## config.mk

```make
export PLATFORM = sky130hd
export DESIGN_NAME = mutation_sampler
export DESIGN_NICKNAME = d
export VERILOG_FILES = /design/src/rtl/mutation_sampler.sv
export SDC_FILE = /design/constraint.sdc
export NUM_CORES = 1
export LEC_CHECK = 0
export CORE_ASPECT_RATIO = 1.75
export CORE_MARGIN = 2
export CORE_UTILIZATION = 49
export CTS_BUF_LIST = sky130_fd_sc_hd__clkbuf_2 sky130_fd_sc_hd__clkbuf_4 sky130_fd_sc_hd__clkbuf_8
export DETAILED_ROUTE_END_ITERATION = 6
export MAX_ROUTING_LAYER = met4
export PLACE_DENSITY = 0.7
export SYNTH_ARGS = -nofsm -noshare
export SYNTH_HDL_FRONTEND = slang
export SYNTH_SLANG_ARGS = --single-unit
```

## constraint.sdc

```tcl
create_clock -name clk -period 17.1 [get_ports clk]
set_clock_uncertainty 0.05 [all_clocks]
set_input_delay 2.565 -clock clk [delete_from_list [all_inputs] [get_ports clk]]
set_output_delay 2.565 -clock clk [all_outputs]
set_load 0.02 [all_outputs]
```

## src/rtl/mutation_sampler.sv

```systemverilog
// Samples a child nucleotide from a parent state using a programmable cumulative
// threshold table and a uniform sample derived from an upstream LFSR word.
module mutation_sampler #(
    parameter int PROB_W = 16
) (
    input  logic              clk,
    input  logic              reset,
    input  logic [32:0]       rand_val,
    input  logic              in_valid,
    output logic              in_ready,
    input  logic [1:0]        in_state,
    input  logic              tbl_wr_en,
    input  logic [3:0]        tbl_addr,
    input  logic [PROB_W-1:0] tbl_wr_data,
    output logic              out_valid,
    input  logic              out_ready,
    output logic [1:0]        out_state,
    output logic              out_mutated,
    output logic [15:0]       mut_cnt
);

    localparam logic [1:0] IDLE    = 2'd0;
    localparam logic [1:0] COMPARE = 2'd1;
    localparam logic [1:0] HOLD    = 2'd2;

    logic [1:0]        state;
    logic [PROB_W-1:0] thr [4][3];
    logic [1:0]        parent_q;
    logic [PROB_W-1:0] u_q;
    logic [PROB_W-1:0] u_now;
    logic [1:0]        child;
    logic              unused_rand;

    // Fold both ends of the LFSR word together so every sample mixes high and low bits.
    assign u_now       = rand_val[PROB_W-1:0] ^ rand_val[32 -: PROB_W];
    assign unused_rand = ^rand_val;

    assign in_ready  = (state == IDLE);
    assign out_valid = (state == HOLD);

    always_ff @(posedge clk or posedge reset) begin
        if (reset) begin
            for (int r = 0; r < 4; r++) begin
                for (int c = 0; c < 3; c++) begin
                    thr[r][c] <= '0;
                end
            end
        end else if (tbl_wr_en && (tbl_addr[1:0] != 2'd3)) begin
            thr[tbl_addr[3:2]][tbl_addr[1:0]] <= tbl_wr_data;
        end
    end

    // First threshold the sample falls below wins; thresholds need not be monotonic.
    always_comb begin
        child = 2'd3;
        if (u_q < thr[parent_q][0]) begin
            child = 2'd0;
        end else if (u_q < thr[parent_q][1]) begin
            child = 2'd1;
        end else if (u_q < thr[parent_q][2]) begin
            child = 2'd2;
        end
    end

    always_ff @(posedge clk or posedge reset) begin
        if (reset) begin
            state       <= IDLE;
            parent_q    <= 2'd0;
            u_q         <= '0;
            out_state   <= 2'd0;
            out_mutated <= 1'b0;
            mut_cnt     <= 16'd0;
        end else begin
            case (state)
                IDLE: begin
                    if (in_valid) begin
                        parent_q <= in_state;
                        u_q      <= u_now;
                        state    <= COMPARE;
                    end
                end
                COMPARE: begin
                    out_state   <= child;
                    out_mutated <= (child != parent_q);
                    state       <= HOLD;
                end
                HOLD: begin
                    if (out_ready) begin
                        state <= IDLE;
                        if (out_mutated && (mut_cnt != 16'hFFFF)) begin
                            mut_cnt <= mut_cnt + 16'd1;
                        end
                    end
                end
                default: state <= IDLE;
            endcase
        end
    end

endmodule

```

==> impl_metrics.sql, run 1 <==
INSERT INTO impl_metrics (metric_group, metric, value, unit) VALUES
('logic_synthesis', 'synth_top_cell_area_share', '51.3', '%'),
('place', 'place.port_buffers', '79', ''),
('clocking', 'cts_tree', 'done', ''),
('global_routing', 'grt_overflow_total', '0', ''),
('sta', 'worst-slew-pin-transition', '1190', 'ps'),
('clocking', 'cts_buffers', '34', ''),
('critical_path', 'start_kind', 'input port', ''),
('clocking', 'clkSinkCount', '231', ''),
('critical_path', 'setup.worst_path.end', 'thr[58]$_DFFE_PP0P_', ''),
('layout', 'utilization', '57.8', '%'),
('global_routing', 'number_of_global_route_vias_before_repair', '7337', ''),
('clocking', 'cts_buffer_depth', '3', ''),
('detailed_routing', 'wl', '25200', 'µm'),
('clocking', 'cts-resized-gates', '0', ''),
('sta', 'finalHoldViolCount', '0', ''),
('clocking', 'cts_hold_repair.buffers', '0', ''),
('critical_path', 'crit_start', 'reset', ''),
('power', 'worst_ir_drop_vdd', '79.1', 'µV'),
('logic_synthesis', 'synth.cell_area', '11300', 'µm²'),
('detailed_routing', 'remaining_drc_errors', '0', ''),
('run', 'max_cap_viol_count', '0', ''),
('critical_path', 'ff2ff_path_depth', '11', ''),
('detailed_routing', 'via_per_inst', '5.61', ''),
('clocking', 'cts_root_buf', 'sky130_fd_sc_hd__clkbuf_8', ''),
('power', 'static_leakage_power', '5.72', 'nW'),
('critical_path', 'r2r_end', 'out_mutated$_DFFE_PP0N_', ''),
('critical_path', 'worst-r2r-setup-slack', '13230', 'ps'),
('sta', 'max_freq', '0.211', 'GHz'),
('logic_synthesis', 'post_synth_inst_count', '826', ''),
('detailed_routing', 'vias_post_dr', '6885', ''),
('critical_path', 'worstReg2RegStart', 'parent_q[0]$_DFFE_PP0P_', ''),
('critical_path', 'crit_type', 'input port to async pin', ''),
('place', 'gpl.final_weighted_congestion', '0.819', ''),
('logic_synthesis', 'synth.yosys.seq_area_share', '51.3', '%'),
('global_routing', 'grt_antenna_before_repair', '0', ''),
('global_routing', 'grt_start_max_net_pins', '99', ''),
('sta', 'slew-limit-headroom', '20.4', '%'),
('global_routing', 'grt_pass1_wl', '40500', 'µm'),
('logic_synthesis', 'synth_top_cells_by_area', 'sky130_fd_sc_hd__dfrtp_1 51%, sky130_fd_sc_hd__mux2_2 20%, sky130_fd_sc_hd__mux4_2 9.0%, sky130_fd_sc_hd__ha_1 5.1%, sky130_fd_sc_hd__xnor2_1 2.2%', ''),
('sta', 'fin_tns_setup', '0', 'ps'),
('logic_synthesis', 'yosys.cell_count.top_type', 'sky130_fd_sc_hd__dfrtp_1', ''),
('floorplanning', 'placementRows', '73', ''),
('clocking', 'clock_latency', '530', 'ps'),
('global_routing', 'global_route.usage.total', '22.4', '%'),
('clocking', 'clk_transition_reported_paths', '60', 'ps'),
('place', 'place.detailed.hpwl', '17200', 'µm'),
('critical_path', 'cp.required', '17630', 'ps'),
('detailed_routing', 'drtAntennaViolNets', '0', ''),
('floorplanning', 'initial_utilization', '49.7', '%'),
('logic_synthesis', 'synth.net_count', '932', ''),
('logic_synthesis', 'synth_cell_type_count', '47', ''),
('critical_path', 'setup.worst_path.end_class', 'async pin', ''),
('sta', 'slew_violations', '0', ''),
('power', 'power_per_cell_area', '157', 'nW/µm²'),
('floorplanning', 'floorplan.die.height', '205', 'µm'),
('worst_hold_path', 'class_of_the_tightest_hold_or_removal_check', 'flip-flop to flip-flop', ''),
('run_status', 'outcome', 'finished, final reports clean', ''),
('detailed_routing', 'drt_pre_antenna_iters', '4', ''),
('layout', 'flow.area_growth_from_synthesis', '16.2', '%'),
('logic_synthesis', 'postSynthAreaPerCell', '13.6', 'µm²'),
('logic_synthesis', 'synth_edf_count', '0', ''),
('clocking', 'cts_max_level', '2', ''),
('critical_path', 'critical_path_arrival', '5270', 'ps'),
('logic_synthesis', 'ys_dominant_reg_cell', 'sky130_fd_sc_hd__dfrtp_1', ''),
('logic_synthesis', 'synth_common_cells', '231 x sky130_fd_sc_hd__dfrtp_1, 195 x sky130_fd_sc_hd__mux2_2, 49 x sky130_fd_sc_hd__inv_1, 46 x sky130_fd_sc_hd__ha_1, 45 x sky130_fd_sc_hd__mux4_2', ''),
('floorplanning', 'chipWidth', '119', 'µm'),
('floorplanning', 'ports', '81', ''),
('power', 'power.total', '0.00205', 'W'),
('layout', 'layout_cells_sized_above_1', '35.2', '%'),
('detailed_routing', 'routed_wire_length_per_instance', '20.5', 'µm'),
('layout', 'antenna_cells_inserted', '0', '');
-- cells in the final DEF (no fill, tap or decap), types with 5 or more instances in the layout --
| cell | instances |
|---|---|
| sky130_fd_sc_hd__a21o_1 | 7 |
| sky130_fd_sc_hd__clkdlybuf4s50_1 | 79 |
| sky130_fd_sc_hd__ha_1 | 46 |
| sky130_fd_sc_hd__mux2_2 | 195 |
| sky130_fd_sc_hd__nor2_1 | 28 |
| sky130_fd_sc_hd__nor3_1 | 5 |
| sky130_fd_sc_hd__clkbuf_8 | 44 |
| sky130_fd_sc_hd__buf_4 | 13 |
| sky130_fd_sc_hd__mux4_2 | 45 |
| sky130_fd_sc_hd__dfrtp_1 | 229 |
| sky130_fd_sc_hd__clkbuf_4 | 13 |
| sky130_fd_sc_hd__and3_1 | 7 |
| sky130_fd_sc_hd__xnor2_1 | 28 |
| sky130_fd_sc_hd__nand2b_1 | 9 |
| sky130_fd_sc_hd__nand4_1 | 7 |
| sky130_fd_sc_hd__nand3_1 | 11 |
| sky130_fd_sc_hd__a21oi_1 | 26 |
| sky130_fd_sc_hd__inv_1 | 48 |
| sky130_fd_sc_hd__o21ai_0 | 12 |
| sky130_fd_sc_hd__nor2_2 | 6 |
| sky130_fd_sc_hd__mux2i_1 | 6 |
| sky130_fd_sc_hd__nand2_1 | 14 |
-- metal layers --
layer	track usage [%]	up-vias	part of all wire, %
met5	-	-	0
met4	7.74	0	3.1
met3	2.76	50	3.2
met2	40.5	125	55
met1	25.5	3590	38
li1	-	3120	-
-- power breakdown --
group,switching (W),internal (W)
clock network,0.000206,0.000274
registers,0.000110,0.000683
logic,0.000376,0.000402
-- worst min-delay path by stage --
stage                               end                startpoint  cells past startpoint  slack (ps)
2_1_floorplan       thr[90]$_DFFE_PP0P_       thr[90]$_DFFE_PP0P_                      1         420
3_3_place_gp    mut_cnt[12]$_DFFE_PP0P_   mut_cnt[12]$_DFFE_PP0P_                      1         420
3_5_place_dp   out_state[1]$_DFFE_PP0N_  out_state[1]$_DFFE_PP0N_                      2         430
4_1_cts        out_state[1]$_DFFE_PP0N_  out_state[1]$_DFFE_PP0N_                      2         450
5_1_grt             thr[78]$_DFFE_PP0P_       thr[78]$_DFFE_PP0P_                      1         460
6_report       out_state[1]$_DFFE_PP0N_  out_state[1]$_DFFE_PP0N_                      2         450
-- final cells by class --
cell class | count | area [µm²]
Tap cell | 300 | 375
Inverter | 49 | 191
Clock buffer | 57 | 703
Clock inverter | 3 | 40.0
Multi-Input combinational cell | 495 | 5100
Sequential cell | 231 | 5790
Fill cell | 1942 | 9570
Timing Repair Buffer | 92 | 888
-- cell families after synthesis --
group,count (synthesis),synth area share (%)
AND/OR/NAND/NOR,106,4.80
flip-flops,231,51.3
buffers and inverters,100,3.47
XOR/XNOR,31,2.41
multiplexers,246,29.0
AO/OA/AOI/OAI,66,3.82
adder cells (fa/ha/maj),46,5.11
-- metrics by stage --
step	std cells	cell area, µm²	setup slack [ps]
5_1_grt	1227	13100	11940
4_1_cts	1227	13100	12250
2_1_floorplan	826	11300	8150
6_report	1227	13100	12360
3_3_place_gp	1167	12300	11720
3_5_place_dp	1167	12300	11690
-- registers in the layout, summed over array words and instances, names as in the netlist --
| name | count |
|---|---|
| out_state | 2 |
| u_q | 16 |
| out_mutated | 1 |
| mut_cnt | 16 |
| thr | 192 |
| parent_q | 2 |
| state | 2 |
-- critical path, stage by stage --
cell and delay (ps):
sky130_fd_sc_hd__clkdlybuf4s50_1 490, sky130_fd_sc_hd__inv_8 500, sky130_fd_sc_hd__buf_4 890, sky130_fd_sc_hd__buf_4 710
Note: power is estimated with default switching activity, not from simulation.
==> inputs of run 2 (changes only) <==
Clock period 17.1 ns to 4.87 ns, I/O delays scaled along.
==> impl_metrics.sql, run 2 (same netlist as run 1, synthesis figures left out) <==
INSERT INTO impl_metrics (metric_group, metric, value, unit) VALUES
('sta', 'timing.final.crit_period', '3650', 'ps'),
('global_routing', 'grt_antenna_before_repair', '0', ''),
('floorplanning', 'ports', '81', ''),
('critical_path', 'critPathMaxStageDelay', '1050', 'ps'),
('place', 'place.detailed.hpwl', '16900', 'µm'),
('clocking', 'clk_transition_reported_paths', '70', 'ps'),
('clocking', 'cts_tree', 'done', ''),
('global_routing', 'grt_overflow_total', '0', ''),
('floorplanning', 'placementRows', '73', ''),
('critical_path', 'crit_family', 'flip-flops', ''),
('layout', 'flip_flop_count_of_the_largest_register_all_copies_and_words_added', '192', ''),
('power', 'static_leakage_power', '5.71', 'nW'),
('place', 'gpl.final_weighted_congestion', '0.795', ''),
('power', 'worst_ir_drop_vdd', '261', 'µV'),
('critical_path', 'start_kind', 'flip-flop', ''),
('floorplanning', 'initial_utilization', '49.7', '%'),
('clocking', 'cts_max_level', '2', ''),
('detailed_routing', 'drt_pre_antenna_iters', '4', ''),
('critical_path', 'critical_path_arrival', '4030', 'ps'),
('detailed_routing', 'remaining_drc_errors', '0', ''),
('detailed_routing', 'drtAntennaViolNets', '0', ''),
('detailed_routing', 'routed_wire_length_per_instance', '20.5', 'µm'),
('layout', 'nFillCells', '1914', ''),
('power', 'power_per_cell_area', '550', 'nW/µm²'),
('layout', 'layout_commonest_cell', 'sky130_fd_sc_hd__dfrtp_1', ''),
('clocking', 'clkSinkCount', '231', ''),
('layout', 'max_flop_register', 'thr', ''),
('layout', 'nets', '1010', ''),
('detailed_routing', 'via_per_inst', '5.63', ''),
('global_routing', 'grt_start_max_net_pins', '117', ''),
('critical_path', 'path_cells', 'buf_4 -> mux4_2 -> inv_1 -> ha_1 -> o21ai_0 -> o21ai_0 -> a211oi_1 -> o22ai_1 -> and3_1 -> a21o_1 -> o31ai_2', ''),
('layout', 'antenna_cells_inserted', '0', ''),
('sta', 'setup_viol', '0', ''),
('critical_path', 'cp.required', '5250', 'ps'),
('clocking', 'clock_latency', '520', 'ps'),
('place', 'placement.cell_area', '12400', 'µm²'),
('power', 'power.total', '0.00719', 'W'),
('floorplanning', 'floorplan.die.height', '205', 'µm'),
('worst_hold_path', 'class_of_the_tightest_hold_or_removal_check', 'flip-flop to flip-flop', ''),
('layout', 'finalInstanceArea', '13100', 'µm²'),
('sta', 'finalHoldViolCount', '0', ''),
('critical_path', 'crit_path_top_delay_cell', 'sky130_fd_sc_hd__dfrtp_4', ''),
('place', 'place.port_buffers', '79', ''),
('critical_path', 'worst-path-buf-inv', '2', ''),
('run', 'max_cap_viol_count', '0', ''),
('detailed_routing', 'vias_post_dr', '6894', ''),
('detailed_routing', 'drt_first_iter_violations', '321', ''),
('detailed_routing', 'wl', '25100', 'µm'),
('clocking', 'cts_buffers', '35', ''),
('global_routing', 'global_route.usage.total', '22.4', '%'),
('floorplanning', 'chipWidth', '119', 'µm'),
('sta', 'slew_violations', '0', ''),
('global_routing', 'number_of_global_route_vias_before_repair', '7392', ''),
('layout', 'flow.area_growth_from_synthesis', '16.2', '%'),
('clocking', 'cts-resized-gates', '0', ''),
('layout', 'mostFrequentLayoutCells', '229 x sky130_fd_sc_hd__dfrtp_1, 195 x sky130_fd_sc_hd__mux2_2, 79 x sky130_fd_sc_hd__clkdlybuf4s50_1, 48 x sky130_fd_sc_hd__inv_1, 46 x sky130_fd_sc_hd__ha_1', ''),
('sta', 'slew-limit-headroom', '16.3', '%'),
('floorplanning', 'placeableCoreArea', '22700', 'µm²'),
('layout', 'reg_top3', 'thr: 192 flops, mut_cnt: 16 flops, u_q: 16 flops', ''),
('sta', 'final_min_period_over_clock_period', '75.0', '%'),
('critical_path', 'crit_path_max_fanout', '48', ''),
('sta', 'max_freq', '0.274', 'GHz'),
('critical_path', 'setup.worst_path.end_class', 'flip-flop', ''),
('critical_path', 'cell_repeated_most_along_the_worst_path', 'sky130_fd_sc_hd__o21ai_0', ''),
('clocking', 'cts_buffer_depth', '3', ''),
('critical_path', 'worst-r2r-setup-slack', '1220', 'ps'),
('layout', 'utilization', '57.8', '%'),
('sta', 'fin_tns_setup', '0', 'ps'),
('floorplanning', 'total_die_area', '24300', 'µm²'),
('clocking', 'cts_root_buf', 'sky130_fd_sc_hd__clkbuf_8', ''),
('clocking', 'cts_hold_repair.buffers', '0', ''),
('global_routing', 'grt_pass1_wl', '40500', 'µm'),
('critical_path', 'crit_type', 'flip-flop to flip-flop', ''),
('sta', 'setup_repair_after_global_routing_missed_its_margin', 'false', ''),
('clocking', 'post_cts_setup_buffers', '0', ''),
('run_status', 'outcome', 'finished, final reports clean', ''),
('sta', 'worst-slew-pin-transition', '1250', 'ps'),
('layout', 'layout_cells_sized_above_1', '35.0', '%');
run 2: cell types whose count changed in the layout (fill, tap and decap cells not counted), sizes merged:
| cell | change |
|---|---|
| inv | -1 |
| bufinv | +1 |
| clkbuf | -6 |
| clkinvlp | +1 |
| clkinv | +2 |
run 2: per-stage QoR:
stage                     setup slack (ps)  hold WS, ps  instances
after detailed placement              1200          432       1167
after global placement                1230          425       1167
after CTS                             1170          445       1224
final                                 1220          443       1224
after floorplan                       1070          424        826
after global routing                   849          466       1224
run 2: path summary, 6_finish.rpt:
| path | from | to | depth (start not counted) |
|---|---|---|---|
| worst max-delay path | parent_q[0]$_DFFE_PP0P_ | out_mutated$_DFFE_PP0N_ | 11 |
| worst min-delay path | mut_cnt[12]$_DFFE_PP0P_ | mut_cnt[12]$_DFFE_PP0P_ | 1 |
| worst max register to register | parent_q[0]$_DFFE_PP0P_ | out_mutated$_DFFE_PP0N_ | 11 |
| worst min register to register | mut_cnt[12]$_DFFE_PP0P_ | mut_cnt[12]$_DFFE_PP0P_ | 1 |
| max in group asynchronous | reset | u_q[8]$_DFFE_PP0P_ | 3 |
| min in group asynchronous | reset | thr[49]$_DFFE_PP0P_ | 2 |
run 2: area by class of cell:
cell class / count / area (µm²) / share of cell area, %
clock inverter: 6 / 83.8 / 0.641
inverter: 49 / 188 / 1.43
tap: 300 / 375 / 2.87
timing repair buffer: 92 / 913 / 6.98
sequential: 231 / 5790 / 44.2
clock buffer: 51 / 639 / 4.89
multi-input combinational: 495 / 5100 / 39.0
run 2: routing by layer:
| metal | vias up | GRT usage (%) | routed length [µm] |
|---|---|---|---|
| li1 | 3116 | - | - |
| met3 | 49 | 3.03 | 872 |
| met1 | 3574 | 25.9 | 9840 |
| met5 | - | - | 0 |
| met4 | 0 | 8.72 | 801 |
| met2 | 155 | 39.4 | 13600 |
run 2: report_power, final:
group          internal, W  total (W)  switching [W]  leakage (nW)
clock network     0.000945    0.00167       0.000726         0.385
logic              0.00143    0.00263        0.00121          2.50
registers          0.00240    0.00289       0.000495          2.83
==> inputs of run 3 (changes only) <==
Settings changed: PLACE_DENSITY 0.7 to 0.73.
Clock period 4.87 ns to 3.25 ns, I/O delays scaled along.
==> impl_metrics.sql, run 3 (same netlist as run 1, synthesis figures left out) <==
INSERT INTO impl_metrics (metric_group, metric, value, unit) VALUES
('clocking', 'clkSinkCount', '231', ''),
('sta', 'slew-limit-headroom', '62.8', '%'),
('floorplanning', 'ports', '81', ''),
('worst_hold_path', 'class_of_the_tightest_hold_or_removal_check', 'input port to async pin', ''),
('layout', 'finalInstanceArea', '13300', 'µm²'),
('power', 'p_sw_share', '33.7', '%'),
('clocking', 'cts_root_buf', 'sky130_fd_sc_hd__clkbuf_8', ''),
('global_routing', 'grt_antenna_before_repair', '0', ''),
('detailed_routing', 'drtAntennaViolNets', '0', ''),
('power', 'worst_ir_drop_vdd', '343', 'µV'),
('critical_path', 'worst-r2r-setup-slack', '160', 'ps'),
('detailed_routing', 'routed_wire_length_per_instance', '20.9', 'µm'),
('global_routing', 'grt_overflow_total', '0', ''),
('critical_path', 'cp.required', '3650', 'ps'),
('place', 'place.port_buffers', '79', ''),
('power', 'power_per_cell_area', '829', 'nW/µm²'),
('sta', 'timing.final.crit_period', '3090', 'ps'),
('power', 'seq_power_share', '37.4', '%'),
('place', 'placement.cell_area', '12500', 'µm²'),
('global_routing', 'grt_start_max_net_pins', '104', ''),
('clocking', 'clock_latency', '530', 'ps'),
('critical_path', 'setup.worst_path.end_class', 'flip-flop', ''),
('layout', 'max_flop_register', 'thr', ''),
('global_routing', 'number_of_global_route_vias_before_repair', '7546', ''),
('power', 'netSwitchingPower', '0.00370', 'W'),
('layout', 'layout_cells_sized_above_1', '36.3', '%'),
('detailed_routing', 'vias_post_dr', '6963', ''),
('sta', 'finalHoldViolCount', '0', ''),
('critical_path', 'critical_path_arrival', '3490', 'ps'),
('critical_path', 'r2r_end', 'out_mutated$_DFFE_PP0N_', ''),
('critical_path', 'ff2ff_path_depth', '10', ''),
('power', 'static_leakage_power', '5.82', 'nW'),
('run', 'max_cap_viol_count', '0', ''),
('run_status', 'outcome', 'finished, final reports clean', ''),
('power', 'power.total', '0.0110', 'W'),
('detailed_routing', 'remaining_drc_errors', '0', ''),
('power', 'power.share.clock', '23.3', '%'),
('clocking', 'cts_buffers', '35', ''),
('clocking', 'cts_tree', 'done', ''),
('clocking', 'clk_transition_reported_paths', '70', 'ps'),
('global_routing', 'global_route.usage.total', '23.1', '%'),
('layout', 'antenna_cells_inserted', '0', ''),
('floorplanning', 'floorplan.die.height', '205', 'µm'),
('layout', 'reg_top3', 'thr: 192 flops, mut_cnt: 16 flops, u_q: 16 flops', ''),
('floorplanning', 'total_die_area', '24300', 'µm²'),
('critical_path', 'crit_path_max_fanout', '23', ''),
('sta', 'slew_violations', '0', ''),
('layout', 'flip_flop_count_of_the_largest_register_all_copies_and_words_added', '192', ''),
('clocking', 'cts_buffer_depth', '3', ''),
('place', 'place.detailed.hpwl', '17300', 'µm'),
('power', 'p_int', '0.00730', 'W'),
('clocking', 'post_cts_setup_buffers', '0', ''),
('clocking', 'cts_hold_repair.buffers', '0', ''),
('layout', 'flow.area_growth_from_synthesis', '18.0', '%'),
('sta', 'setup_repair_after_global_routing_missed_its_margin', 'false', ''),
('sta', 'fin_tns_setup', '0', 'ps'),
('layout', 'nets', '1026', ''),
('place', 'gpl.final_weighted_congestion', '0.820', ''),
('sta', 'setup_viol', '0', ''),
('critical_path', 'start_kind', 'flip-flop', ''),
('floorplanning', 'chipWidth', '119', 'µm'),
('clocking', 'cts-resized-gates', '0', ''),
('critical_path', 'worstReg2RegStart', 'parent_q[0]$_DFFE_PP0P_', ''),
('layout', 'layout_commonest_cell', 'sky130_fd_sc_hd__dfrtp_1', ''),
('floorplanning', 'placeableCoreArea', '22700', 'µm²'),
('power', 'combPwrFrac', '39.3', '%'),
('sta', 'worst-slew-pin-transition', '558', 'ps'),
('critical_path', 'crit_type', 'flip-flop to flip-flop', ''),
('clocking', 'cts_max_level', '2', ''),
('detailed_routing', 'drt_pre_antenna_iters', '4', ''),
('layout', 'mostFrequentLayoutCells', '229 x sky130_fd_sc_hd__dfrtp_1, 195 x sky130_fd_sc_hd__mux2_2, 79 x sky130_fd_sc_hd__clkdlybuf4s50_1, 48 x sky130_fd_sc_hd__inv_1', ''),
('sta', 'max_freq', '0.323', 'GHz'),
('floorplanning', 'placementRows', '73', ''),
('detailed_routing', 'via_per_inst', '5.60', ''),
('global_routing', 'grt_pass1_wl', '41400', 'µm'),
('sta', 'final_min_period_over_clock_period', '95.2', '%'),
('detailed_routing', 'drt_first_iter_violations', '309', ''),
('floorplanning', 'initial_utilization', '49.7', '%'),
('detailed_routing', 'wl', '26000', 'µm');
-- run 3: cell count changes in the layout (fill, tap and decap cells not counted), sizes merged --
| cell | change |
|---|---|
| clkinvlp | +1 |
| buf | +16 |
| clkbuf | +4 |
| bufinv | -1 |
-- run 3: cell type report --
class	count	area, µm²
Sequential cell	231	5790
Inverter	49	188
Tap cell	300	375
Clock inverter	6	57.6
Clock buffer	55	701
Fill cell	1869	9370
Multi-Input combinational cell	495	5100
Timing Repair Buffer	108	1070
-- run 3: worst max path at each step --
stage / from / end / slack, ps / cells after the start
final: parent_q[0]$_DFFE_PP0P_ / out_mutated$_DFFE_PP0N_ / 160 / 10
after global routing: parent_q[0]$_DFFE_PP0P_ / out_mutated$_DFFE_PP0N_ / 20 / 11
after CTS: parent_q[1]$_DFFE_PP0P_ / out_mutated$_DFFE_PP0N_ / 130 / 11
after detailed placement: parent_q[1]$_DFFE_PP0P_ / out_mutated$_DFFE_PP0N_ / 160 / 11
after global placement: parent_q[0]$_DFFE_PP0P_ / out_mutated$_DFFE_PP0N_ / 250 / 11
after floorplan: reset / mut_cnt[0]$_DFFE_PP0P_ / -310 / 1
-- run 3: power by group through the flow --
| stage | logic, W | registers (W) | clock network [W] |
|---|---|---|---|
| 6_report | 0.00433 | 0.00412 | 0.00256 |
| 5_1_grt | 0.00483 | 0.00420 | 0.00273 |
| 4_1_cts | 0.00439 | 0.00411 | 0.00261 |
| 3_5_place_dp | 0.00435 | 0.00416 | 0 |
| 3_3_place_gp | 0.00426 | 0.00412 | 0 |
| 2_1_floorplan | 0.00312 | 0.00399 | 0 |
-- run 3: metal layers --
layer / vias up / track usage [%] / part of all wire [%]
met3: 72 / 3.06 / 3.2
met1: 3594 / 24.9 / 37
met5: - / - / 0
met2: 153 / 41.5 / 55
met4: 0 / 11.4 / 4.7
li1: 3144 / - / -
-- run 3: worst max-delay path, cell delays in order (launching register included) --
cell,delay [ps]
sky130_fd_sc_hd__dfrtp_4,510
sky130_fd_sc_hd__buf_12,180
sky130_fd_sc_hd__mux4_2,350
sky130_fd_sc_hd__inv_1,80
sky130_fd_sc_hd__ha_1,200
sky130_fd_sc_hd__or4_1,540
sky130_fd_sc_hd__a211oi_1,320
sky130_fd_sc_hd__o22ai_1,180
sky130_fd_sc_hd__and3_1,200
sky130_fd_sc_hd__a21o_1,180
sky130_fd_sc_hd__o31ai_2,200
-- run 3: stage by stage --
stage | hold slack, ps | instances | utilization (%) | setup slack (ps)
after global routing | 193 | 1244 | 58.6 | 21.5
final | 180 | 1244 | 58.6 | 157
after global placement | 426 | 1183 | 55.3 | 253
after detailed placement | 434 | 1183 | 55.3 | 164
after floorplan | 424 | 826 | - | -309
after CTS | 174 | 1244 | 58.6 | 132
